--- config.mk ---
export PLATFORM = sky130hd
export DESIGN_NAME = mux8way16_arbiter_flat
export DESIGN_NICKNAME = d
export VERILOG_FILES = /design/src/rtl/mux8way16_if.sv /design/src/rtl/mux8way16_arbiter.sv /design/src/flat_wrapper.sv
export SDC_FILE = /design/constraint.sdc
export NUM_CORES = 1
export LEC_CHECK = 0
export CAP_MARGIN = 20
export CORE_MARGIN = 3
export CORE_UTILIZATION = 36
export CTS_BUF_LIST = sky130_fd_sc_hd__clkbuf_4 sky130_fd_sc_hd__clkbuf_8
export DETAILED_ROUTE_END_ITERATION = 7
export GPL_ROUTABILITY_DRIVEN = 0
export PLACE_DENSITY = 0.79
export SETUP_SLACK_MARGIN = 0.4
export SLEW_MARGIN = 20
export SYNTH_ARGS = -nofsm -noshare
export SYNTH_HDL_FRONTEND = slang
export SYNTH_SLANG_ARGS = --single-unit
--- constraint.sdc ---
create_clock -name clk -period 5.65 [get_ports clk]
set_input_delay 1.4125 -clock clk [delete_from_list [all_inputs] [get_ports clk]]
set_output_delay 1.4125 -clock clk [all_outputs]
set_load 0.005 [all_outputs]
--- src/rtl/mux8way16_if.sv ---
// mux8way16_if: request/word/ack bundle and valid/ready output channel of the arbiter.
interface mux8way16_if #(parameter int WIDTH = 16);
    logic [7:0]       req;
    logic [WIDTH-1:0] a, b, c, d, e, f, g, h;
    logic [7:0]       ack;
    logic [2:0]       grant_sel;
    logic [WIDTH-1:0] out;
    logic             out_valid;
    logic             out_ready;
    logic             busy;
    modport master (input req, a, b, c, d, e, f, g, h, out_ready,
                    output ack, grant_sel, out, out_valid, busy);
    modport slave  (output req, a, b, c, d, e, f, g, h, out_ready,
                    input ack, grant_sel, out, out_valid, busy);
endinterface

--- src/rtl/mux8way16_arbiter.sv ---
// mux8way16_arbiter: round-robin pick of eight word sources into one valid/ready holding register.
module mux8way16_arbiter #(parameter int WIDTH = 16) (
    input logic         clk,
    input logic         reset,
    mux8way16_if.master bus
);
    typedef enum logic {IDLE, HOLD} state_t;
    state_t           state, state_nx;
    logic [2:0]       ptr, off, win;
    logic [7:0]       ereq, rot;
    logic [15:0]      rot2;
    logic [WIDTH-1:0] word;
    logic             any, hs, cap;
    // a source acked this cycle is masked so it cannot win twice for one word
    assign ereq = bus.req & ~bus.ack;
    assign any  = |ereq;
    assign rot2 = {ereq, ereq} >> ptr;
    assign rot  = rot2[7:0];
    always_comb begin
        off = '0;
        for (int i = 7; i >= 0; i--)
            if (rot[i]) off = 3'(i);
    end
    assign win = ptr + off;
    always_comb begin
        word = bus.a;
        case (win)
            3'd1: word = bus.b;
            3'd2: word = bus.c;
            3'd3: word = bus.d;
            3'd4: word = bus.e;
            3'd5: word = bus.f;
            3'd6: word = bus.g;
            3'd7: word = bus.h;
            default: word = bus.a;
        endcase
    end
    assign hs  = (state == HOLD) && bus.out_ready;
    assign cap = ((state == IDLE) || hs) && any;
    always_comb begin
        state_nx = state;
        state_nx = (state == IDLE) ? (any ? HOLD : IDLE) : ((hs && !any) ? IDLE : HOLD);
    end
    always_ff @(posedge clk) begin
        if (reset) begin
            state         <= IDLE;
            ptr           <= '0;
            bus.ack       <= '0;
            bus.out       <= '0;
            bus.grant_sel <= '0;
        end else begin
            state   <= state_nx;
            bus.ack <= cap ? (8'b1 << win) : 8'b0;
            if (cap) begin
                bus.out       <= word;
                bus.grant_sel <= win;
                ptr           <= win + 3'd1;
            end
        end
    end
    assign bus.out_valid = (state == HOLD);
    assign bus.busy      = (state == HOLD);
endmodule

--- src/flat_wrapper.sv ---
// flat-port wrapper written by rule: the top's interface ports become plain ports
module mux8way16_arbiter_flat 
#(parameter int WIDTH = 16)
  (clk, reset, bus_req, bus_a, bus_b, bus_c, bus_d, bus_e, bus_f, bus_g, bus_h, bus_out_ready, bus_ack, bus_grant_sel, bus_out, bus_out_valid, bus_busy);
  mux8way16_if #(.WIDTH(WIDTH)) bus_i ();
  input logic clk;
  input logic reset;
  input wire logic [$bits(bus_i.req)-1:0] bus_req;
  input wire logic [$bits(bus_i.a)-1:0] bus_a;
  input wire logic [$bits(bus_i.b)-1:0] bus_b;
  input wire logic [$bits(bus_i.c)-1:0] bus_c;
  input wire logic [$bits(bus_i.d)-1:0] bus_d;
  input wire logic [$bits(bus_i.e)-1:0] bus_e;
  input wire logic [$bits(bus_i.f)-1:0] bus_f;
  input wire logic [$bits(bus_i.g)-1:0] bus_g;
  input wire logic [$bits(bus_i.h)-1:0] bus_h;
  input wire logic [$bits(bus_i.out_ready)-1:0] bus_out_ready;
  output wire logic [$bits(bus_i.ack)-1:0] bus_ack;
  output wire logic [$bits(bus_i.grant_sel)-1:0] bus_grant_sel;
  output wire logic [$bits(bus_i.out)-1:0] bus_out;
  output wire logic [$bits(bus_i.out_valid)-1:0] bus_out_valid;
  output wire logic [$bits(bus_i.busy)-1:0] bus_busy;
  assign bus_i.req = bus_req;
  assign bus_i.a = bus_a;
  assign bus_i.b = bus_b;
  assign bus_i.c = bus_c;
  assign bus_i.d = bus_d;
  assign bus_i.e = bus_e;
  assign bus_i.f = bus_f;
  assign bus_i.g = bus_g;
  assign bus_i.h = bus_h;
  assign bus_i.out_ready = bus_out_ready;
  assign bus_ack = bus_i.ack;
  assign bus_grant_sel = bus_i.grant_sel;
  assign bus_out = bus_i.out;
  assign bus_out_valid = bus_i.out_valid;
  assign bus_busy = bus_i.busy;
  mux8way16_arbiter #(.WIDTH(WIDTH)) u_core (.clk(clk), .reset(reset), .bus(bus_i));
endmodule
==> flow_summary.yaml, run 1 <==
clock_tree:
  cts_sinks: 31
  root_buffer: "clkbuf_8"
  clk_latency_ps: 290
  cts-buffers-inserted: 5
  cts_buffer_depth: 2
  clk_pin_slew_ps: 80
  cts_tree: "done"
  htree_levels: 2
yosys:
  synth_top_family_by_area: "simple AND/OR/NAND/NOR gates"
  syn_area_sq_um: 3000
  synth_seq_cells: 31
  ys_dominant_reg_cell: "dfxtp_1"
  synth_seq_area_share_pct: 20.7
  synth_mux_area_share_pct: 15.3
  yosys.area_share.adder_pct: 2.75
  yosysUniqueCellTypes: 53
  synthSimpleGateAreaFrac_pct: 27.5
  syn_inst: 371
  synth_edf_count: 0
  ys_async_sr_fraction_pct: 0
  synth-compound-area-share_pct: 26.5
  synth_xor_area_share_pct: 1.13
  yosys_warnings: 0
  syn-num-nets: 516
  syn_avg_cell_area_sq_um: 8.09
power_and_ir_drop:
  power.density_nw_per_um2: 851
  power.leakage_uw: 0.00196
  peakVddDrop_mv: 0.664
critical_path:
  critPathLaunchType: "input port"
  worstReg2RegStart: "u_core.ptr[1]"
  r2r_end: "u_core.bus.out[9]"
  worstSetupPathType: "input port to flip-flop"
  ff2ff_setup_slack_ps: 680
  worstPathArrival_ps: 5260
  endpoint_kind: "flip-flop"
  cp_data_required_time_ps: 5830
  critPathMaxFanout: 8
  r2r_cells: 19
timing:
  setup_viol_count_final: 0
  rsz0062_at_grt: "no"
  slew_headroom_pct: 26.6
  post-route-period-util_pct: 89.9
  drv_slew: 0
  worstMarginPinSlew_ps: 1100
  skew_ps: 9.23
  fin_crit_ps: 5080
  fmax_mhz: 197
  hold_violations: 0
die:
  start_util_pct: 38.0
  die_w_um: 97.3
  boundaryPins: 168
  core_sq_um: 7890
  rows: 32
  die_area_sq_um: 9470
  fp.dieH_um: 97.3
min_path:
  min_from: "u_core.bus.out[12]"
  min_path_type: "flip-flop to flip-flop"
  hold-path-endpoint: "u_core.bus.out[12]"
  whs_path_depth: 2
flow_run:
  cap_violations: 0
layout:
  antenna_cells: 0
  drive_above_1_share_pct: 21.7
  final_util_pct: 66.8
  area_growth_pct: 75.5
  regArea_sq_um: 621
  finalInstanceArea_sq_um: 5270
  fillerInstances: 622
  multi_input_area_sq_um: 2490
  fin_cells: 647
  final_net_count: 689
placed_design:
  postPlaceCellArea_sq_um: 4960
  dp_hpwl_um: 9100
  dp.cells: 632
  port_buffers: 167
global_routing:
  gr-total-overflow: 0
  grt_max_degree: 28
  first_global_vias: 3809
  grtUsageTotal_pct: 23.8
  grt_pass1_wl_um: 18800
  antenna_found_initial: 0
route:
  finalWirelength_um: 12000
  drc: 0
  drtIter0Drc: 249
  vias_per_cell: 5.81
  wl_per_cell_um: 18.6
  first_pass_iters: 5
  vias: 3762
  final_antenna_net_count: 0
outcome:
  status: "complete, no violations"
## stage by stage
stage	worst slack, ps	hold WS, ps	total power (uW)	setup TNS, ps
floorplan	194	443	2850	0
finish	572	452	4480	0
global placement	-54.9	437	3810	-366
CTS	507	452	4310	0
global route	386	481	4810	0
detailed placement	-131	442	3890	-1270
## sequential cells by signal, indices dropped and copies added (netlist names)
register	count
u_core.bus.busy	1
u_core.ptr	3
u_core.bus.grant_sel	3
u_core.bus.out	16
u_core.bus.ack	8
## per-layer routing
| metal | GRT usage, % | wire length [um] |
|---|---|---|
| met5 | 0 | 0 |
| met1 | 28.2 | 4830 |
| met2 | 43.3 | 6170 |
| met3 | 4.52 | 720 |
| met4 | 7.35 | 306 |
## cells by family after synthesis
group / after synthesis
multiplexers: 37
AO/OA/AOI/OAI: 101
AND/OR/NAND/NOR: 151
flip-flops: 31
buffers and inverters: 42
XOR/XNOR: 3
adder cells (fa/ha/maj): 6
## cell type report
cell class / count / share of cell area (%)
multi-input cells: 299 / 47.3
repair buffers: 201 / 36.1
flip-flops and latches: 31 / 11.8
well taps: 102 / 2.42
clock buffers: 7 / 1.83
inverters: 6 / 0.428
clock inverters: 1 / 0.143
## layout by cell type (no fill, tap or decap), types with 4 or more instances in the layout
cell | netlist | final
mux2i_1 | 8 | 6
and4b_1 | 5 | 5
a21boi_0 | 4 | 4
o32a_1 | 4 | 4
and3_1 | 6 | 6
o21a_1 | 6 | 6
nor2_1 | 18 | 16
a22oi_1 | 8 | 8
nor4bb_2 | 0 | 4
buf_4 | 2 | 33
nand3_1 | 28 | 28
a221oi_1 | 4 | 4
mux2_4 | 5 | 5
a21oi_1 | 7 | 6
a22o_1 | 8 | 8
o21ai_1 | 6 | 8
clkdlybuf4s50_1 | 0 | 159
clkbuf_2 | 0 | 8
o211ai_1 | 6 | 6
a222oi_1 | 8 | 8
mux2_2 | 21 | 21
clkbuf_8 | 0 | 7
o21ai_0 | 9 | 7
dfxtp_1 | 31 | 31
a221o_1 | 4 | 4
a211oi_1 | 11 | 10
nand2_1 | 48 | 48
nand2b_1 | 11 | 10
and2_1 | 5 | 5
a41oi_1 | 6 | 6
## timing repair
| item | 4_1_cts | 5_1_grt |
|---|---|---|
| gates resized for setup | 21 | 34 |
| buffers inserted | 4 | 2 |
| hold buffers | 0 | 0 |
| endpoints found under the setup margin | 16 | 16 |
| cloned | 1 | 0 |
| pin swaps | 11 | 14 |
## how the worst max path moves through the flow
stage / start / endpoint / slack, ps
6_report: bus_req[6] / u_core.bus.out[9] / 570
5_1_grt: u_core.ptr[1] / u_core.bus.out[13] / 390
4_1_cts: bus_req[7] / u_core.bus.out[9] / 510
3_5_place_dp: bus_req[5] / u_core.bus.out[15] / -130
3_3_place_gp: bus_req[5] / u_core.bus.out[13] / -50
2_1_floorplan: bus_req[6] / u_core.bus.out[0] / 190
## synthesized netlist by cell type, drive strengths merged, types with 3 or more instances
cell	instances	share of area, %
nand2	48	6.0
dfxtp	31	21
nand3	28	4.7
mux2	26	10
clkbuf	21	2.6
nor2	18	2.3
buf	15	2.8
o21ai	15	2.5
a211oi	11	2.8
nand2b	11	2.3
nor4bb	10	3.3
a222oi	8	2.7
a22o	8	2.3
a22oi	8	2.0
mux2i	8	2.7
a21oi	7	1.2
a41oi	6	1.8
and3	6	1.3
inv	6	0.75
o211ai	6	1.5
o21a	6	1.5
and2	5	1.0
and4b	5	1.7
ha	5	2.1
nor4	5	1.3
nor4b	5	1.5
a21boi	4	1.0
a221o	4	1.3
a221oi	4	1.2
a311oi	4	1.2
o32a	4	1.3
mux4	3	2.3
## power by group
group | switching [uW] | internal (uW) | total (uW)
registers | 126 | 311 | 437
clock network | 94.8 | 111 | 206
logic | 2010 | 1830 | 3840
## worst max-delay path, stage by stage
cell and delay [ps]:
clkbuf_2 120, nor4bb_4 180, nor4_4 390, mux2i_4 120
o21ai_1 150, a21oi_1 80, a21oi_1 140, nor2_1 50
nor2_1 110, ha_2 190, inv_2 40, fa_2 380
xor2_4 190, xnor2_4 270, inv_2 80, ha_4 180
or4_4 570, a21o_4 240, o21a_1 190, a22o_1 170
Power figures use the tool's default switching activity.
==> run 2, diff against run 1 <==
PLACE_DENSITY = 0.83   (was 0.79)
==> flow_summary.yaml, run 2 (synthesis results as in run 1) <==
route:
  wl_per_cell_um: 18.8
  final_antenna_net_count: 0
  drc: 0
  finalWirelength_um: 12300
  vias_per_cell: 5.80
  first_pass_iters: 5
  vias: 3813
  drtIter0Drc: 242
timing:
  post-route-period-util_pct: 90.2
  skew_ps: 10.2
  drv_slew: 0
  rsz0062_at_grt: "no"
  hold_violations: 0
  slew_headroom_pct: 28.3
  setup_viol_count_final: 0
  fin_crit_ps: 5100
  fmax_mhz: 196
  worstMarginPinSlew_ps: 1070
die:
  core_sq_um: 7890
  fp.dieH_um: 97.3
  die_area_sq_um: 9470
  boundaryPins: 168
  rows: 32
  die_w_um: 97.3
  start_util_pct: 38.0
power_and_ir_drop:
  p_int_uw: 2320
  comb_power_share_pct: 85.8
  total_power_uw: 4530
  p_switching_uw: 2210
  swShare_pct: 48.8
  clockPowerShare_pct: 4.4
  power.density_nw_per_um2: 848
  sequentialPowerShare_pct: 9.8
  power.leakage_uw: 0.00202
  peakVddDrop_mv: 0.542
layout:
  antenna_cells: 0
  finalInstanceArea_sq_um: 5340
  top_register: "u_core.bus.out"
  largest_register_ffs: 16
  drive_above_1_share_pct: 22.5
  area_growth_pct: 77.9
  final_cell_mix: "clkdlybuf4s50_1, nand2_1, buf_4, dfxtp_1, nand3_1"
  final_net_count: 699
  final_common_cell: "clkdlybuf4s50_1"
  reg.largest.list: "u_core.bus.out: 16 flops, u_core.bus.ack: 8 flops"
clock_tree:
  cts_tree: "done"
  clk_pin_slew_ps: 70
  clk_latency_ps: 290
  cts-buffers-inserted: 5
  cts_buffer_depth: 2
  hold_buffers: 0
  htree_levels: 2
  root_buffer: "clkbuf_8"
  cts_sinks: 31
min_path:
  min_from: "u_core.bus.out[12]"
  min_path_type: "flip-flop to flip-flop"
critical_path:
  r2r_end: "u_core.bus.out[9]"
  critPathLaunchType: "input port"
  cp_data_required_time_ps: 5830
  cp-startpoint: "bus_req[6]"
  worstPathArrival_ps: 5280
  r2r_cells: 19
  worstSetupPathType: "input port to flip-flop"
  endpoint_kind: "flip-flop"
  worstReg2RegStart: "u_core.ptr[0]"
  ff2ff_setup_slack_ps: 790
  critPathMaxFanout: 7
  worstSetupEndpoint: "u_core.bus.out[9]"
placed_design:
  port_buffers: 167
  dp_hpwl_um: 9100
  postPlaceCellArea_sq_um: 4930
global_routing:
  grt_pass1_wl_um: 19100
  antenna_found_initial: 0
  grt_max_degree: 28
  gr-total-overflow: 0
  first_global_vias: 3813
  grtUsageTotal_pct: 24.7
outcome:
  status: "complete, no violations"
flow_run:
  cap_violations: 0
## run 2: how the worst min path moves through the flow
stage | end | slack [ps] | depth (start not counted)
after floorplan | u_core.bus.out[12] | 440 | 2
after global placement | u_core.bus.out[8] | 430 | 2
after detailed placement | u_core.bus.out[12] | 440 | 2
after CTS | u_core.bus.out[12] | 450 | 2
after global routing | u_core.bus.out[12] | 470 | 2
final | u_core.bus.out[12] | 450 | 2
## run 2: power groups by stage
stage / Combinational [uW] / Sequential, uW / Clock, uW
finish: 3880 / 443 / 201
global route: 4210 / 455 / 210
CTS: 3720 / 423 / 203
detailed placement: 3470 / 419 / 0
global placement: 3400 / 414 / 0
floorplan: 2480 / 367 / 0
## run 2: metrics by stage
stage / setup slack (ps) / util (%) / instances / setup TNS (ps) / hold WS (ps)
finish: 552 / 67.7 / 657 / 0 / 446
global route: 392 / 67.7 / 657 / 0 / 474
CTS: 463 / 66.4 / 656 / 0 / 449
detailed placement: -267 / 62.5 / 630 / -2840 / 441
global placement: -68.8 / 62.5 / 630 / -302 / 435
floorplan: 194 / - / 371 / 0 / 443
## run 2: layout make-up
type	count	area, sq um
clock buffers	7	96.3
clock inverters	1	7.51
fillers	599	2550
inverters	6	22.5
multi-input cells	299	2490
flip-flops and latches	31	622
well taps	102	128
repair buffers	211	1970
## run 2: layer usage
layer | vias up | share of wire [%] | wire (um) | global-route usage (%)
li1 | 1803 | - | - | -
met1 | 1795 | 40 | 4960 | 30.1
met2 | 184 | 50 | 6160 | 42.8
met3 | 31 | 6.8 | 842 | 5.17
met4 | 0 | 3.0 | 376 | 9.16
met5 | - | 0 | 0 | 0
## run 2: timing repair
item,in CTS,in global routing
gates cloned,1,0
endpoints found under the setup margin,16,16
pin swaps,9,16
hold endpoints to repair,0,0
resized for setup,21,38
buffers inserted,17,1
## run 2: worst max-delay path, stage by stage
cell and delay, ps:
buf_2 130, nor4b_4 140, nor4_4 390, mux2i_4 120, o21ai_1 170, a21oi_1 90, a21oi_1 140, nor2_1 60
nor2_1 150, ha_2 210, inv_2 40, fa_2 380, xor2_4 190, xnor2_4 200, buf_6 130, ha_4 150
or4_4 580, a21o_4 240, o21a_1 170, a22o_1 170
==> run 3, diff against run 2 <==
GPL_ROUTABILITY_DRIVEN = unset   (was 0)
GPL_TIMING_DRIVEN = 0   (was unset)
SKIP_LAST_GASP = 1   (was unset)
==> flow_summary.yaml, run 3 (synthesis results as in run 1) <==
outcome:
  status: "complete, no violations"
timing:
  drv_slew: 0
  fin_crit_ps: 5490
  fmax_mhz: 182
  rsz0062_at_grt: "yes"
  post-route-period-util_pct: 97.3
  hold_violations: 0
  slew_headroom_pct: 46.4
  whs_ps: 452
  worstMarginPinSlew_ps: 804
  setup_ws_ps: 155
  setup_viol_count_final: 0
  skew_ps: 13.2
global_routing:
  first_global_vias: 4303
  grt_pass1_wl_um: 22000
  gr-total-overflow: 0
  grt_max_degree: 11
  grtUsageTotal_pct: 28.7
  antenna_found_initial: 0
layout:
  antenna_cells: 0
  top_register: "u_core.bus.out"
  reg.largest.list: "u_core.bus.out: 16 flops, u_core.bus.ack: 8 flops"
  area_growth_pct: 91.7
  final_net_count: 747
  final_cell_mix: "clkdlybuf4s50_1, buf_4, nand2_1, dfxtp_1, nand3_1"
  final_util_pct: 72.9
  drive_above_1_share_pct: 28.9
  largest_register_ffs: 16
  final_common_cell: "clkdlybuf4s50_1"
clock_tree:
  cts_buffer_depth: 2
  root_buffer: "clkbuf_8"
  htree_levels: 2
  cts-buffers-inserted: 5
  cts_sinks: 31
  hold_buffers: 0
  clk_latency_ps: 290
  cts_tree: "done"
  clk_pin_slew_ps: 70
critical_path:
  ff2ff_setup_slack_ps: 510
  endpoint_kind: "flip-flop"
  worstPathArrival_ps: 5660
  critPathMaxFanout: 5
  cp_data_required_time_ps: 5810
  worstSetupPathType: "input port to flip-flop"
  critPathLaunchType: "input port"
route:
  drtIter0Drc: 368
  routed.top_layer: "met4"
  wl_met2_um: 7270
  wl_per_cell_um: 20.7
  vias: 4176
  finalWirelength_um: 14600
  final_antenna_net_count: 0
  m1WireLength_um: 5350
  drc: 0
  route.met3.wl_um: 1110
  vias_per_cell: 5.92
  first_pass_iters: 6
placed_design:
  port_buffers: 167
  dp_hpwl_um: 9710
  gp_congestion: 0.897
  pre_cts_ws_ps: -861
die:
  boundaryPins: 168
  start_util_pct: 38.0
  core_sq_um: 7890
  fp.dieH_um: 97.3
  die_area_sq_um: 9470
  die_w_um: 97.3
  rows: 32
flow_run:
  cap_violations: 0
min_path:
  min_path_type: "flip-flop to flip-flop"
run 3: repair_timing:
| item | in CTS | in global routing |
|---|---|---|
| buffers inserted | 54 | 2 |
| endpoints found under the setup margin | 20 | 23 |
| gates cloned | 1 | 0 |
| pin swaps | 17 | 11 |
| resized for setup | 60 | 53 |
run 3: worst paths after layout:
kind / start / endpoint / depth (start not counted)
setup / recovery: bus_req[5] / u_core.bus.out[0] / 23
hold / removal: u_core.bus.out[12] / u_core.bus.out[12] / 2
setup reg to reg: u_core.ptr[0] / u_core.bus.out[0] / 23
hold reg to reg: u_core.bus.out[12] / u_core.bus.out[12] / 2
run 3: metrics by stage:
step / instances / setup TNS, ps / instance area (sq um)
floorplan: 371 / 0 / 3140
global placement: 640 / -11340 / 4930
detailed placement: 640 / -12280 / 4930
CTS: 703 / 0 / 5560
global route: 705 / -141 / 5750
finish: 705 / 0 / 5750
run 3: final cells by class:
class | count | area, sq um
Multi-Input combinational cell | 298 | 2550
Fill cell | 595 | 2140
Timing Repair Buffer | 224 | 2090
Sequential cell | 31 | 621
Buffer | 36 | 231
Tap cell | 102 | 128
Clock buffer | 7 | 96.3
Inverter | 6 | 25.0
Clock inverter | 1 | 7.51
run 3: metal layers:
metal | GRT usage [%] | vias up
met3 | 5.31 | 69
met2 | 51.3 | 267
met5 | 0 | -
li1 | - | 1899
met1 | 32.8 | 1941
met4 | 13.8 | 0
run 3: critical path, cell delays in order:
cell and delay (ps):
buf_6 80, nor4b_1 380, nor4_2 140, mux2_2 320, nor2_1 130, a21oi_1 70, a21oi_1 160, nor2_1 50
nor2_1 120, ha_2 190, inv_2 40, fa_2 400, xor2_4 190, xnor2_4 270, inv_4 60, buf_6 120
ha_4 150, buf_8 110, or4_4 550, a21o_4 230, buf_6 130, o21a_1 180, o32a_1 170
Power of run 3 is left out: the tool's default activity adds up to more than one toggle a clock period on the data nets, which glitch-free logic cannot reach.
